### src/rtl/riscv_ctrl_pipe.sv
// Main pipeline controller: decodes the IF/ID instruction into the ID/EX control register,
// inserts load-use bubbles, and applies branch flushes.
// Latency: controls appear on ex_* one edge after decode. A memory op in EX freezes the pipe for MEM_WAIT cycles.
module riscv_ctrl_pipe #(
  parameter int REG_ADDR_W = 5,
  parameter int MEM_WAIT   = 0,
  parameter int EN_AUIPC   = 1
) (
  input  logic                  clk,
  input  logic                  reset,
  input  logic [31:0]           id_instr,
  input  logic                  id_valid,
  input  logic                  branch_taken,
  output logic                  ex_valid,
  output logic [REG_ADDR_W-1:0] ex_rd,
  output logic                  ex_ALUSrc,
  output logic                  ex_MemtoReg,
  output logic                  ex_RegWrite,
  output logic                  ex_MemRead,
  output logic                  ex_MemWrite,
  output logic                  ex_Branch,
  output logic                  ex_jal,
  output logic                  ex_jalr,
  output logic                  ex_auipc,
  output logic                  ex_illegal,
  output logic [1:0]            ex_ALUOp,
  output logic                  pc_write,
  output logic                  ifid_write,
  output logic                  ifid_flush,
  output logic                  mem_hold
);

  localparam int CNT_W = (MEM_WAIT > 0) ? $clog2(MEM_WAIT + 1) : 1;
  localparam logic [CNT_W-1:0] CNT_LOAD = CNT_W'((MEM_WAIT > 0) ? MEM_WAIT - 1 : 0);

  localparam logic [6:0] OP_R     = 7'b0110011;
  localparam logic [6:0] OP_I     = 7'b0010011;
  localparam logic [6:0] OP_LW    = 7'b0000011;
  localparam logic [6:0] OP_SW    = 7'b0100011;
  localparam logic [6:0] OP_BR    = 7'b1100011;
  localparam logic [6:0] OP_LUI   = 7'b0110111;
  localparam logic [6:0] OP_JAL   = 7'b1101111;
  localparam logic [6:0] OP_JALR  = 7'b1100111;
  localparam logic [6:0] OP_AUIPC = 7'b0010111;

  typedef struct packed {
    logic       alusrc;
    logic       memtoreg;
    logic       regwrite;
    logic       memread;
    logic       memwrite;
    logic       branch;
    logic       jal;
    logic       jalr;
    logic       auipc;
    logic       illegal;
    logic [1:0] aluop;
  } ctrl_t;

  typedef enum logic {S_RUN, S_WAIT} state_t;

  state_t                state, state_nxt;
  logic [CNT_W-1:0]      cnt, cnt_nxt;
  ctrl_t                 dec, ex_q;
  logic                  use_rs1, use_rs2, hz;
  logic                  ld_bubble, ld_decode;
  logic [REG_ADDR_W-1:0] rs1, rs2, rd;
  logic                  unused_instr_bits;

  assign rs1 = id_instr[15 +: REG_ADDR_W];
  assign rs2 = id_instr[20 +: REG_ADDR_W];
  assign rd  = id_instr[7 +: REG_ADDR_W];
  assign unused_instr_bits = ^{id_instr[31:25], id_instr[14:12]};

  // Opcode decode into the control bundle plus which source registers are read
  always_comb begin
    dec     = '0;
    use_rs1 = 1'b0;
    use_rs2 = 1'b0;
    case (id_instr[6:0])
      OP_R:     begin dec.regwrite = 1'b1; dec.aluop = 2'b10; use_rs1 = 1'b1; use_rs2 = 1'b1; end
      OP_I:     begin dec.alusrc = 1'b1; dec.regwrite = 1'b1; dec.aluop = 2'b10; use_rs1 = 1'b1; end
      OP_LW:    begin dec.alusrc = 1'b1; dec.memtoreg = 1'b1; dec.regwrite = 1'b1; dec.memread = 1'b1; use_rs1 = 1'b1; end
      OP_SW:    begin dec.alusrc = 1'b1; dec.memwrite = 1'b1; use_rs1 = 1'b1; use_rs2 = 1'b1; end
      OP_BR:    begin dec.branch = 1'b1; dec.aluop = 2'b01; use_rs1 = 1'b1; use_rs2 = 1'b1; end
      OP_LUI:   begin dec.alusrc = 1'b1; dec.regwrite = 1'b1; dec.aluop = 2'b11; end
      OP_JAL:   begin dec.regwrite = 1'b1; dec.jal = 1'b1; dec.aluop = 2'b11; end
      OP_JALR:  begin dec.alusrc = 1'b1; dec.regwrite = 1'b1; dec.jalr = 1'b1; use_rs1 = 1'b1; end
      OP_AUIPC: begin
        if (EN_AUIPC != 0) begin
          dec.alusrc = 1'b1; dec.regwrite = 1'b1; dec.auipc = 1'b1; dec.aluop = 2'b11;
        end else begin
          dec.illegal = 1'b1;
        end
      end
      default:  dec.illegal = 1'b1;
    endcase
  end

  // Load-use hazard: the load in EX writes a register the ID instruction reads; x0 never counts
  assign hz = id_valid & ex_valid & ex_q.memread & (ex_rd != '0) &
              ((use_rs1 & (rs1 == ex_rd)) | (use_rs2 & (rs2 == ex_rd)));

  // State and wait-counter register
  always_ff @(posedge clk) begin
    if (reset) begin
      state <= S_RUN;
      cnt   <= '0;
    end else begin
      state <= state_nxt;
      cnt   <= cnt_nxt;
    end
  end

  // Next state: a memory op leaving EX opens a wait window of MEM_WAIT cycles
  always_comb begin
    state_nxt = state;
    cnt_nxt   = cnt;
    case (state)
      S_RUN: begin
        if (ex_valid & (ex_q.memread | ex_q.memwrite) & (MEM_WAIT > 0)) begin
          state_nxt = S_WAIT;
          cnt_nxt   = CNT_LOAD;
        end
      end
      S_WAIT: begin
        if (cnt == '0) state_nxt = S_RUN;
        else           cnt_nxt   = cnt - 1'b1;
      end
      default: state_nxt = S_RUN;
    endcase
  end

  // Outputs: pipeline enables and what ID/EX loads; redirect outranks the hazard stall
  always_comb begin
    pc_write   = 1'b1;
    ifid_write = 1'b1;
    ifid_flush = 1'b0;
    mem_hold   = 1'b0;
    ld_bubble  = 1'b0;
    ld_decode  = 1'b0;
    case (state)
      S_RUN: begin
        if (branch_taken) begin
          ifid_flush = 1'b1;
          ld_bubble  = 1'b1;
        end else if (hz) begin
          pc_write   = 1'b0;
          ifid_write = 1'b0;
          ld_bubble  = 1'b1;
        end else begin
          ld_decode  = 1'b1;
        end
      end
      default: begin
        pc_write   = 1'b0;
        ifid_write = 1'b0;
        mem_hold   = 1'b1;
      end
    endcase
  end

  // ID/EX control register: bubble, load, or hold while the memory wait is open
  always_ff @(posedge clk) begin
    if (reset || ld_bubble) begin
      ex_q     <= '0;
      ex_valid <= 1'b0;
      ex_rd    <= '0;
    end else if (ld_decode) begin
      ex_q     <= id_valid ? dec : '0;
      ex_valid <= id_valid;
      ex_rd    <= rd;
    end
  end

  assign ex_ALUSrc   = ex_q.alusrc;
  assign ex_MemtoReg = ex_q.memtoreg;
  assign ex_RegWrite = ex_q.regwrite;
  assign ex_MemRead  = ex_q.memread;
  assign ex_MemWrite = ex_q.memwrite;
  assign ex_Branch   = ex_q.branch;
  assign ex_jal      = ex_q.jal;
  assign ex_jalr     = ex_q.jalr;
  assign ex_auipc    = ex_q.auipc;
  assign ex_illegal  = ex_q.illegal;
  assign ex_ALUOp    = ex_q.aluop;

endmodule

### config.mk
export PLATFORM = sky130hd
export DESIGN_NAME = riscv_ctrl_pipe
export DESIGN_NICKNAME = d
export VERILOG_FILES = /design/src/rtl/riscv_ctrl_pipe.sv
export SDC_FILE = /design/constraint.sdc
export NUM_CORES = 1
export LEC_CHECK = 0
export BUFFER_PORTS_ARGS = -buffer_cell sky130_fd_sc_hd__buf_2
export CELL_PAD_IN_SITES_DETAIL_PLACEMENT = 1
export CELL_PAD_IN_SITES_GLOBAL_PLACEMENT = 1
export CORE_ASPECT_RATIO = 1.25
export CORE_MARGIN = 2
export CORE_UTILIZATION = 29
export DETAILED_ROUTE_END_ITERATION = 8
export PLACE_DENSITY_LB_ADDON = 0.1
export REMOVE_ABC_BUFFERS = 1
export SYNTH_ARGS = -nofsm -noshare
export SYNTH_HDL_FRONTEND = slang
export SYNTH_SLANG_ARGS = --single-unit
export TNS_END_PERCENT = 5
### constraint.sdc
create_clock -name clk -period 2.9 [get_ports clk]
set_input_delay 0.29 -clock clk [delete_from_list [all_inputs] [get_ports clk]]
set_output_delay 0.29 -clock clk [all_outputs]
set_load 0.01 [all_outputs]
* After elaboration in Yosys (flattened, before gate mapping) *
Cells that the tools add are included.

storage, ports and cells
  flip-flop bits (word level) = 20
  input bits = 36
  word-level logic and storage cells = 72

cells by class
  add/subtract/negate cells = 1
  eq/ne operators = 11
  mux-type cells = 28
  bitwise logic cells = 8
  reductions and logical operators = 9

operators by type and width
  operator             number
  $mux 1               25
  $eq 7x6->1 const B   3
  $eq 7x7->1 const B   3
  $eq 7x5->1 const B   2
  $mux 12              1
  $reduce_or 6->1      2
  $eq 5x5->1           2
  $reduce_or 9->1      1
  $eq 7x2->1 const B   1
  $reduce_or 7->1      1
  $and 1x1->1          6
  $pmux 2 s3           1
  $reduce_or 3->1      2
  $reduce_bool 5->1    1
  $pmux 1 s2           1
  $reduce_or 2->1      1
  $logic_or 1x1->1     1
  $not 1->1            1
  $or 1x1->1           1
  $sub 1x1->1 const B  1

* Logic depth before layout (Yosys ltp) *
Gate-level depths: netlist of the first run.

  word-level depth = 10
  gate-level depth with buffers = 7
  mapped depth without buffers = 5

* Worst setup path before layout of the first run *
OpenSTA, ideal clock, no wires.

  path type = register to output
  start = register ex_rd[0]
  end = output port pc_write
  arrival time = 1495 ps
  required time = 2610 ps
  slack = 1115 ps
  stages on the path, launching flop included = 7
  path buffers = 1
  cell sequence = dfxtp_1 > xor2_1 > nor4_1 > nand4_1 > a21oi_2 > nand2b_1 > buf_4

between the ends
  word-level cells in the longest chain between the ends = 7
  elaborated cells between the ends (all ways) = 11

RTL lines
  what                      line  source
  start: declaration        15    output logic [REG_ADDR_W-1:0] ex_rd,
  start signal: assignment  172   ex_rd <= rd;
  $eq 5x5->1                102   ((use_rs1 & (rs1 == ex_rd)) | (use_rs2 & (rs2 == ex_rd)));
  $and 1x1->1               102
  $or 1x1->1                102
  $and 1x1->1 (*)           101   assign hz = id_valid & ex_valid & ex_q.memread & (ex_rd != '0) &
  $mux 1 (*) (3 in a row)   n/a
  end: declaration          27    output logic pc_write,

Every way passes the cells marked *; elsewhere a longest branch is shown, timed or not.

* Final worst setup path of the first run *
  start = register ex_rd[0]
  end = output port pc_write

between the ends
  word-level cells in the longest chain between the ends = 7
  elaborated cells between the ends (all ways) = 11

RTL lines
  what             line  source
  $eq 5x5->1       102
  $and 1x1->1      102
  $or 1x1->1       102
  $and 1x1->1 (*)  101
  $mux 1 (*)       147   end else if (hz) begin
  $mux 1 (*)       144   if (branch_taken) begin
  $mux 1 (*)       142   case (state)

Marked as above.

==> flow_summary.json, run 1 <==
{
  "synth_cell_types": 34,
  "post_cts_resized": 0,
  "fin_crit_sh": 0.695,
  "clock-sinks": 17,
  "drive_above_1_share": 0.410,
  "rsz0062_at_grt": "no",
  "fin_ws_ns": 0.884,
  "core_area_um2": 2710,
  "fin_tns_setup_ns": 0,
  "wl_um": 2210,
  "initial_core_util": 0.308,
  "synth-compound-area-share": 0.131,
  "grt_overflow_total": 0,
  "drc": 0,
  "cts_tree": "built",
  "synth_seq_area_share": 0.408,
  "cts_buffer_depth": 2,
  "fin_crit_ns": 2.02,
  "leakagePower_nw": 0.535,
  "hold_buffers": 0,
  "worstSetupPathType": "flop to output pin",
  "dp_slack_ns": 1.07,
  "crit_path_end_kind": "output pin",
  "max_freq_mhz": 496,
  "post_cts_buffers": 0,
  "outcome": "finished clean",
  "ys_warn_count": 0,
  "track_usage": 0.142,
  "synth_top_family_by_area": "simple AND/OR/NAND/NOR gates",
  "synth_simple_gate_area_frac": 0.267,
  "synth_xor_area_frac": 0.116,
  "dieArea_um2": 3320,
  "first_pass_iters": 2,
  "cts_htree_levels": 1,
  "io_buffers": 46,
  "synthAdderAreaFrac": 0,
  "power_density_nw_per_um2": 397,
  "final_area_um2": 1090,
  "drv_slew": 0,
  "cts_made_buffers": 3,
  "fin_skew_ns": 0.000938,
  "multi_input_area_um2": 432,
  "path_clk_slew_ns": 0.09,
  "muxShareOfSynthArea": 0,
  "syn_area_um2": 833,
  "vias": 848,
  "io_pins": 58,
  "crit_required_ns": 2.61,
  "place_hpwl_um": 1770,
  "arrival_ns": 1.73,
  "p_total_uw": 434,
  "syn_inst": 95,
  "drtIter0Drc": 3,
  "ys_seq_elements": 17,
  "fin_nets": 176,
  "row_count": 21,
  "place_congestion": 0.810,
  "register_area_um2": 340,
  "syn_to_final_growth_pct": 31.2,
  "antenna_found_initial": 0,
  "antenna_cells": 0,
  "timing.max_cap.violations": 0,
  "dpl_cell_area_um2": 1070,
  "n_fill_cell": 352,
  "die_h_um": 63.9,
  "routed_via_density": 4.90,
  "crit_fanout": 4,
  "grt_first_pass_wirelength_um": 3590,
  "grt_pass1_vias": 851,
  "hold_viol": 0,
  "vdd_drop_max_mv": 0.221,
  "antenna_left": 0,
  "avgSynthCellArea_um2": 8.77,
  "clk_latency_ns": 0.28,
  "hold_class": "input port to flop",
  "wl_per_cell_um": 12.8,
  "grt_max_degree": 13,
  "cts-root-buf": "clkbuf_4",
  "startpoint_type": "flop",
  "die_width_um": 51.9,
  "setup_viol": 0
}
## logic make-up after synthesis
logic type | Yosys count
other | 1
xor gates and xnor gates | 11
DFF | 17
buffers and inverters | 10
and+or+nand+nor | 43
AOI/OAI and AO/OA | 13
## placed cells by master, fill, tap and decap left out, types with 2 or more instances in the layout
cell,instances
buf_2,46
nor4_1,4
nand4_1,2
buf_4,2
clkbuf_4,3
dfxtp_1,17
o21ai_0,3
nand2_1,9
nor3_1,2
nand2b_1,2
inv_1,2
xor2_1,10
nor2_1,16
## sequential cells by signal (all words and copies together), names as in the netlist
name	flops
ex_ALUOp	2
ex_MemWrite	1
ex_Branch	1
ex_RegWrite	1
ex_jalr	1
ex_ALUSrc	1
ex_illegal	1
ex_rd	5
ex_jal	1
ex_MemtoReg	1
ex_valid	1
ex_auipc	1
## Yosys cell counts, drive strengths merged
cell type,count,share of area
dfxtp,17,0.41
nor2,16,0.072
xor2,10,0.11
nand2,9,0.041
buf,6,0.056
nor4,5,0.056
o21ai,3,0.018
a21oi,2,0.017
clkbuf,2,0.0090
inv,2,0.0090
nand2b,2,0.015
nand4,2,0.015
nor3,2,0.012
a2111oi,1,0.018
a211oi,1,0.015
a21o,1,0.0090
a22oi,1,0.0090
a31oi,1,0.0075
and3,1,0.0075
conb,1,0.0045
nand3,1,0.0060
nand3b,1,0.0090
nor4b,1,0.011
o2111ai,1,0.018
o31ai,1,0.0090
o32ai,1,0.011
or2,1,0.0075
or3,1,0.0075
or4,1,0.0090
xnor2,1,0.011
## routing by layer
metal	share of wire	global-route usage	vias to the layer above
li1	-	-	410
met1	0.40	0.153	408
met2	0.52	0.258	28
met3	0.072	0.0257	2
met4	0.0086	0.0691	0
met5	0	0	-
## power breakdown
group          total (mW)  internal (mW)  switching (mW)
combinational      0.0684         0.0305          0.0379
clock               0.124         0.0534          0.0706
sequential          0.242          0.238         0.00409
## final cells by class
| class | count | area share |
|---|---|---|
| well taps | 34 | 0.0389 |
| multi-input cells | 68 | 0.395 |
| clock buffers | 4 | 0.0240 |
| inverters | 2 | 0.00686 |
| flip-flops and latches | 17 | 0.311 |
| repair buffers | 48 | 0.224 |
## metrics by stage
step | std cells | util | hold WS, ns
after floorplan | 87 | - | 0.361
after global placement | 169 | 0.394 | 0.500
after detailed placement | 169 | 0.394 | 0.506
after CTS | 173 | 0.404 | 0.191
after global routing | 173 | 0.404 | 0.173
final | 173 | 0.404 | 0.201
## final timing paths
| kind | slack (ns) | cells past startpoint | startpoint | endpoint |
|---|---|---|---|---|
| setup / recovery | 0.88 | 6 | ex_rd[0] | pc_write |
| hold / removal | 0.20 | 2 | id_instr[0] | ex_illegal |
| setup reg to reg | 1.11 | 5 | ex_rd[3] | ex_MemWrite |
| hold reg to reg | 0.58 | 3 | ex_MemtoReg | ex_rd[1] |
## worst max-delay path, cell delays in order, from the launching register on
cell	delay, ns
dfxtp_1	0.36
xor2_1	0.17
nor4_1	0.30
nand4_1	0.14
a21oi_2	0.24
nand2b_1	0.09
buf_2	0.14
Note: power is estimated with default switching activity, not from simulation.
==> inputs of run 2 (changes only) <==
CORE_UTILIZATION = 24   (was 29)
clock period = 1.72 ns   (was 2.9 ns; I/O delays follow)
==> flow_summary.json, run 2 (synthesis results as in run 1) <==
{
  "layout_commonest_cell": "buf_2",
  "hold_buffers": 0,
  "grt_first_pass_wirelength_um": 4180,
  "max_freq_mhz": 534,
  "clk_latency_ns": 0.25,
  "wl_um": 2440,
  "cts_htree_levels": 1,
  "place_congestion": 0.749,
  "crit_required_ns": 1.55,
  "grt_pass1_vias": 907,
  "outcome": "finished, violations left",
  "syn_to_final_growth_pct": 53.0,
  "initial_core_util": 0.256,
  "fin_util": 0.392,
  "antenna_found_initial": 0,
  "cts_tree": "built",
  "leakagePower_nw": 0.611,
  "drc": 0,
  "p_int_uw": 623,
  "setup_viol": 7,
  "whs_ns": 0.122,
  "die_h_um": 69.9,
  "final_cell_mix": "buf_2, nor2_1, dfxtp_1",
  "hold_class": "input port to flop",
  "vias": 875,
  "place_hpwl_um": 1930,
  "vdd_drop_max_mv": 0.260,
  "violations": "negative setup slack",
  "io_buffers": 46,
  "n_fill_cell": 413,
  "pwr-share-comb": 0.157,
  "first_pass_iters": 4,
  "fin_crit_ns": 1.87,
  "regMostFlops": "ex_rd",
  "startpoint_type": "flop",
  "cts_buffer_depth": 2,
  "seqPwrFrac": 0.486,
  "die_width_um": 56.7,
  "row_count": 23,
  "drv_slew": 0,
  "wl_per_cell_um": 13.2,
  "cts-root-buf": "clkbuf_8",
  "timing.max_cap.violations": 0,
  "dp_cells": 180,
  "fin_ws_ns": -0.154,
  "path_clk_slew_ns": 0.07,
  "clock-sinks": 17,
  "worstSetupPathType": "flop to output pin",
  "grt_overflow_total": 0,
  "arrival_ns": 1.70,
  "cts_made_buffers": 3,
  "antenna_cells": 0,
  "crit_fanout": 3,
  "drtIter0Drc": 14,
  "core_area_um2": 3250,
  "routed_via_density": 4.73,
  "antenna_left": 0,
  "largest_register_ffs": 5,
  "instances_no_fill": 185,
  "fin_nets": 185,
  "drive_above_1_share": 0.534,
  "rsz0062_at_grt": "yes",
  "io_pins": 58,
  "clkPwrFrac": 0.357,
  "p_total_uw": 839,
  "fin_skew_ns": 0.00685,
  "fin_crit_sh": 1.09,
  "track_usage": 0.132,
  "p_switching_uw": 216,
  "hold_viol": 0,
  "dieArea_um2": 3960,
  "crit_path_end_kind": "output pin",
  "dp_slack_ns": -0.0434,
  "swShare": 0.257,
  "grt_max_degree": 11,
  "power_density_nw_per_um2": 658
}
[run 2: changes by cell type in the layout (fill, tap and decap cells not counted), sizes merged]
cell / previous run / this run
buf: 48 / 57
clkbuf: 4 / 3
clkinv: 0 / 1
[run 2: power groups by stage]
| stage | clock (mW) | combinational (mW) | sequential (mW) |
|---|---|---|---|
| 2_1_floorplan | 0 | 0.0474 | 0.420 |
| 3_3_place_gp | 0 | 0.120 | 0.416 |
| 3_5_place_dp | 0 | 0.122 | 0.416 |
| 4_1_cts | 0.310 | 0.128 | 0.407 |
| 5_1_grt | 0.327 | 0.148 | 0.409 |
| 6_report | 0.299 | 0.132 | 0.408 |
[run 2: cell type report]
type                            instances  area, µm²  area share
Clock inverter                          1       5.00     0.00393
Tap cell                               37       46.3      0.0363
Clock buffer                            3       41.3      0.0324
Timing Repair Buffer                   57        337       0.264
Sequential cell                        17        344       0.270
Inverter                                2       7.51     0.00589
Multi-Input combinational cell         68        494       0.388
[run 2: critical path: stages (launching register included)]
cell	delay (ns)
dfxtp_2	0.33
or4_4	0.53
o2111ai_2	0.21
a21oi_2	0.06
buf_4	0.15
nand2b_4	0.07
buf_6	0.10
[run 2: path summary, 6_finish.rpt]
kind          startpoint  slack, ns  cells after the start         end
max             ex_rd[0]      -0.15                      6  ifid_write
min          id_instr[7]       0.12                      3    ex_rd[0]
max reg2reg     ex_rd[0]      -0.10                      7   ex_Branch
min reg2reg     ex_valid       0.83                      5    ex_rd[1]
[run 2: repair_timing]
item | in CTS | in global routing
gates cloned | 0 | 0
setup endpoints to repair | 3 | 9
buffers inserted | 1 | 1
endpoints found under the hold margin | 0 | 0
resized for setup | 8 | 10
pin swaps | 4 | 9
[run 2: metal layers]
| metal | GRT usage | vias to the layer above | share of wire |
|---|---|---|---|
| li1 | - | 428 | - |
| met4 | 0.0556 | 0 | 0.018 |
| met2 | 0.226 | 37 | 0.52 |
| met3 | 0.0222 | 5 | 0.072 |
| met5 | 0 | - | 0 |
| met1 | 0.159 | 405 | 0.39 |
[run 2: metrics by stage]
step	setup TNS, ns	area, µm²
after global placement	-0.0707	1130
after detailed placement	-0.0854	1130
after global routing	-1.11	1270
after CTS	-0.879	1220
final	-0.548	1270
after floorplan	-0.261	779
==> inputs of run 3 (changes only) <==
ABC_AREA = 1   (was unset)
CORE_UTILIZATION = 25   (was 24)
==> flow_summary.json, run 3 <==
{
  "outcome": "finished, violations left",
  "violations": "negative setup slack",
  "syn_area_um2": 921,
  "synthAdderAreaFrac": 0,
  "synth_xor_area_frac": 0.0476,
  "drtIter0Drc": 31,
  "final_area_um2": 1240,
  "largest_register_ffs": 5,
  "crit_path_end_kind": "output pin",
  "final_cell_mix": "buf_2, inv_1, nand2_1",
  "row_count": 24,
  "cts_buffer_depth": 2,
  "dp_cells": 211,
  "fin_nets": 214,
  "startpoint": "ex_rd[1]",
  "synthFlopType": "dfxtp_1",
  "muxShareOfSynthArea": 0,
  "fin_util": 0.352,
  "grt_pass1_vias": 952,
  "initial_core_util": 0.262,
  "ys_seq_elements": 17,
  "p_total_uw": 826,
  "dpl_cell_area_um2": 1170,
  "fin_ws_ns": -0.0363,
  "antenna_cells": 0,
  "slowest_stage": "dfxtp_4",
  "wl_um": 2420,
  "leakagePower_nw": 0.666,
  "vias": 937,
  "regMostFlops": "ex_rd",
  "startpoint_type": "flop",
  "place_congestion": 0.805,
  "cts-root-buf": "clkbuf_8",
  "synth_seq_area_share": 0.370,
  "timing.max_cap.violations": 0,
  "fin_skew_ns": 0.00530,
  "grt_first_pass_wirelength_um": 4060,
  "dp_slack_ns": 0.173,
  "grt_max_degree": 13,
  "drive_above_1_share": 0.475,
  "fin_crit_ns": 1.76,
  "synth.most_common_cell": "inv_1",
  "die_h_um": 71.9,
  "routed_via_density": 4.34,
  "async_reset_ff_frac": 0,
  "r2r_slack_ns": 0.15,
  "synth_simple_gate_area_frac": 0.385,
  "syn_to_final_growth_pct": 34.2,
  "cts_htree_levels": 1,
  "crit_fanout": 5,
  "dieArea_um2": 4190,
  "synth_area_leaders": "dfxtp_1, inv_1, nand2_1",
  "antenna_found_initial": 0,
  "r2r-start": "ex_rd[1]",
  "power_density_nw_per_um2": 668,
  "ff2ff_path_depth": 8,
  "max_freq_mhz": 569,
  "rsz0062_at_grt": "yes",
  "synth_edf_count": 0,
  "first_pass_iters": 3,
  "path_clk_slew_ns": 0.07,
  "worstReg2RegEnd": "ex_RegWrite",
  "crit_required_ns": 1.55,
  "layout_commonest_cell": "buf_2",
  "cpPeakStageDelay_ns": 0.37,
  "fin_crit_sh": 1.02,
  "antenna_left": 0,
  "wl_per_cell_um": 11.2,
  "synth_top_area_cell": "dfxtp_1",
  "io_buffers": 46,
  "setup_viol": 2,
  "hold_class": "input port to flop",
  "clock-sinks": 17,
  "syn_inst": 130,
  "vdd_drop_max_mv": 0.342,
  "crit_chain": "inv_2 > nand2_2 > nand2_2 > nor2_1 > nand2_1 > nor2_2 > nand2_1 > nand2_1 > nand2_2 > or2_1 > buf_2",
  "synth_top_family_by_area": "simple AND/OR/NAND/NOR gates",
  "clk_latency_ns": 0.25,
  "worstSetupPathType": "flop to output pin",
  "grt_overflow_total": 0,
  "avgSynthCellArea_um2": 7.08,
  "die_width_um": 58.3,
  "instances_no_fill": 216,
  "arrival_ns": 1.58,
  "place_hpwl_um": 2100,
  "ys_warn_count": 0,
  "endpoint": "pc_write",
  "drv_slew": 0,
  "whs_ns": 0.128,
  "hold_viol": 0,
  "cts_made_buffers": 3,
  "track_usage": 0.126,
  "core_area_um2": 3510,
  "synth_cell_types": 25,
  "drc": 0,
  "yosys-top-cells-count": "inv_1, nand2_1, dfxtp_1",
  "synth-compound-area-share": 0.0435,
  "fin_tns_setup_ns": -0.0711,
  "io_pins": 58,
  "synth_top_area_frac": 0.370,
  "cts_tree": "built"
}
==> run 3: cell types whose count changed in the layout (fill, tap and decap cells not counted), sizes merged, moves of 3 or more <==
| cell | before | now |
|---|---|---|
| nand2 | 9 | 28 |
| inv | 2 | 26 |
| xnor2 | 1 | 4 |
| buf | 57 | 48 |
| xor2 | 10 | 1 |
| nand3 | 1 | 5 |
| nor2 | 16 | 26 |
| nand4 | 2 | 5 |
| nor4 | 5 | 0 |
==> run 3: final cells by class <==
type / count / area, µm²
clock buffer: 3 / 41.3
timing repair buffer: 48 / 245
clock inverter: 1 / 5.00
multi-input combinational: 82 / 449
inverter: 26 / 97.6
sequential: 17 / 349
tap: 39 / 48.8
fill: 450 / 2280
==> run 3: worst max-delay path, delay by kind of cell, from the launching register on <==
family                 cells  cell delay (ns)
buffers and inverters      2             0.18
flip-flops                 1             0.37
AND/OR/NAND/NOR            9             0.78
==> run 3: logic make-up after synthesis <==
kind of cell    count (synthesis)
simple gates                   69
buf+inv                        31
flops                          17
compound gates                  7
xor+xnor                        5
other cells                     1
==> run 3: how the worst min path moves through the flow <==
| stage | start | end | cells after the start |
|---|---|---|---|
| global placement | id_instr[8] | ex_rd[1] | 3 |
| CTS | id_instr[10] | ex_rd[3] | 3 |
| detailed placement | id_instr[9] | ex_rd[2] | 3 |
| floorplan | id_instr[7] | ex_rd[0] | 2 |
| global route | id_instr[11] | ex_rd[4] | 3 |
| finish | id_instr[10] | ex_rd[3] | 3 |
==> run 3: metal layers <==
layer / part of all wire / track usage / vias to the layer above
met5: 0 / 0 / -
met4: 0.026 / 0.0672 / 0
met3: 0.057 / 0.0181 / 6
met2: 0.55 / 0.223 / 29
met1: 0.36 / 0.140 / 421
li1: - / - / 481
==> run 3: repair_timing <==
action,CTS,global route
gates resized for setup,2,9
hold buffers,0,0
setup endpoints to repair,2,2
setup buffers,0,1
endpoints found under the hold margin,0,0
pin swaps,1,7
==> run 3: power breakdown <==
| group | switching, mW | internal (mW) |
|---|---|---|
| clock network | 0.131 | 0.160 |
| registers | 0.00693 | 0.401 |
| logic | 0.0731 | 0.0536 |
| total | 0.211 | 0.615 |
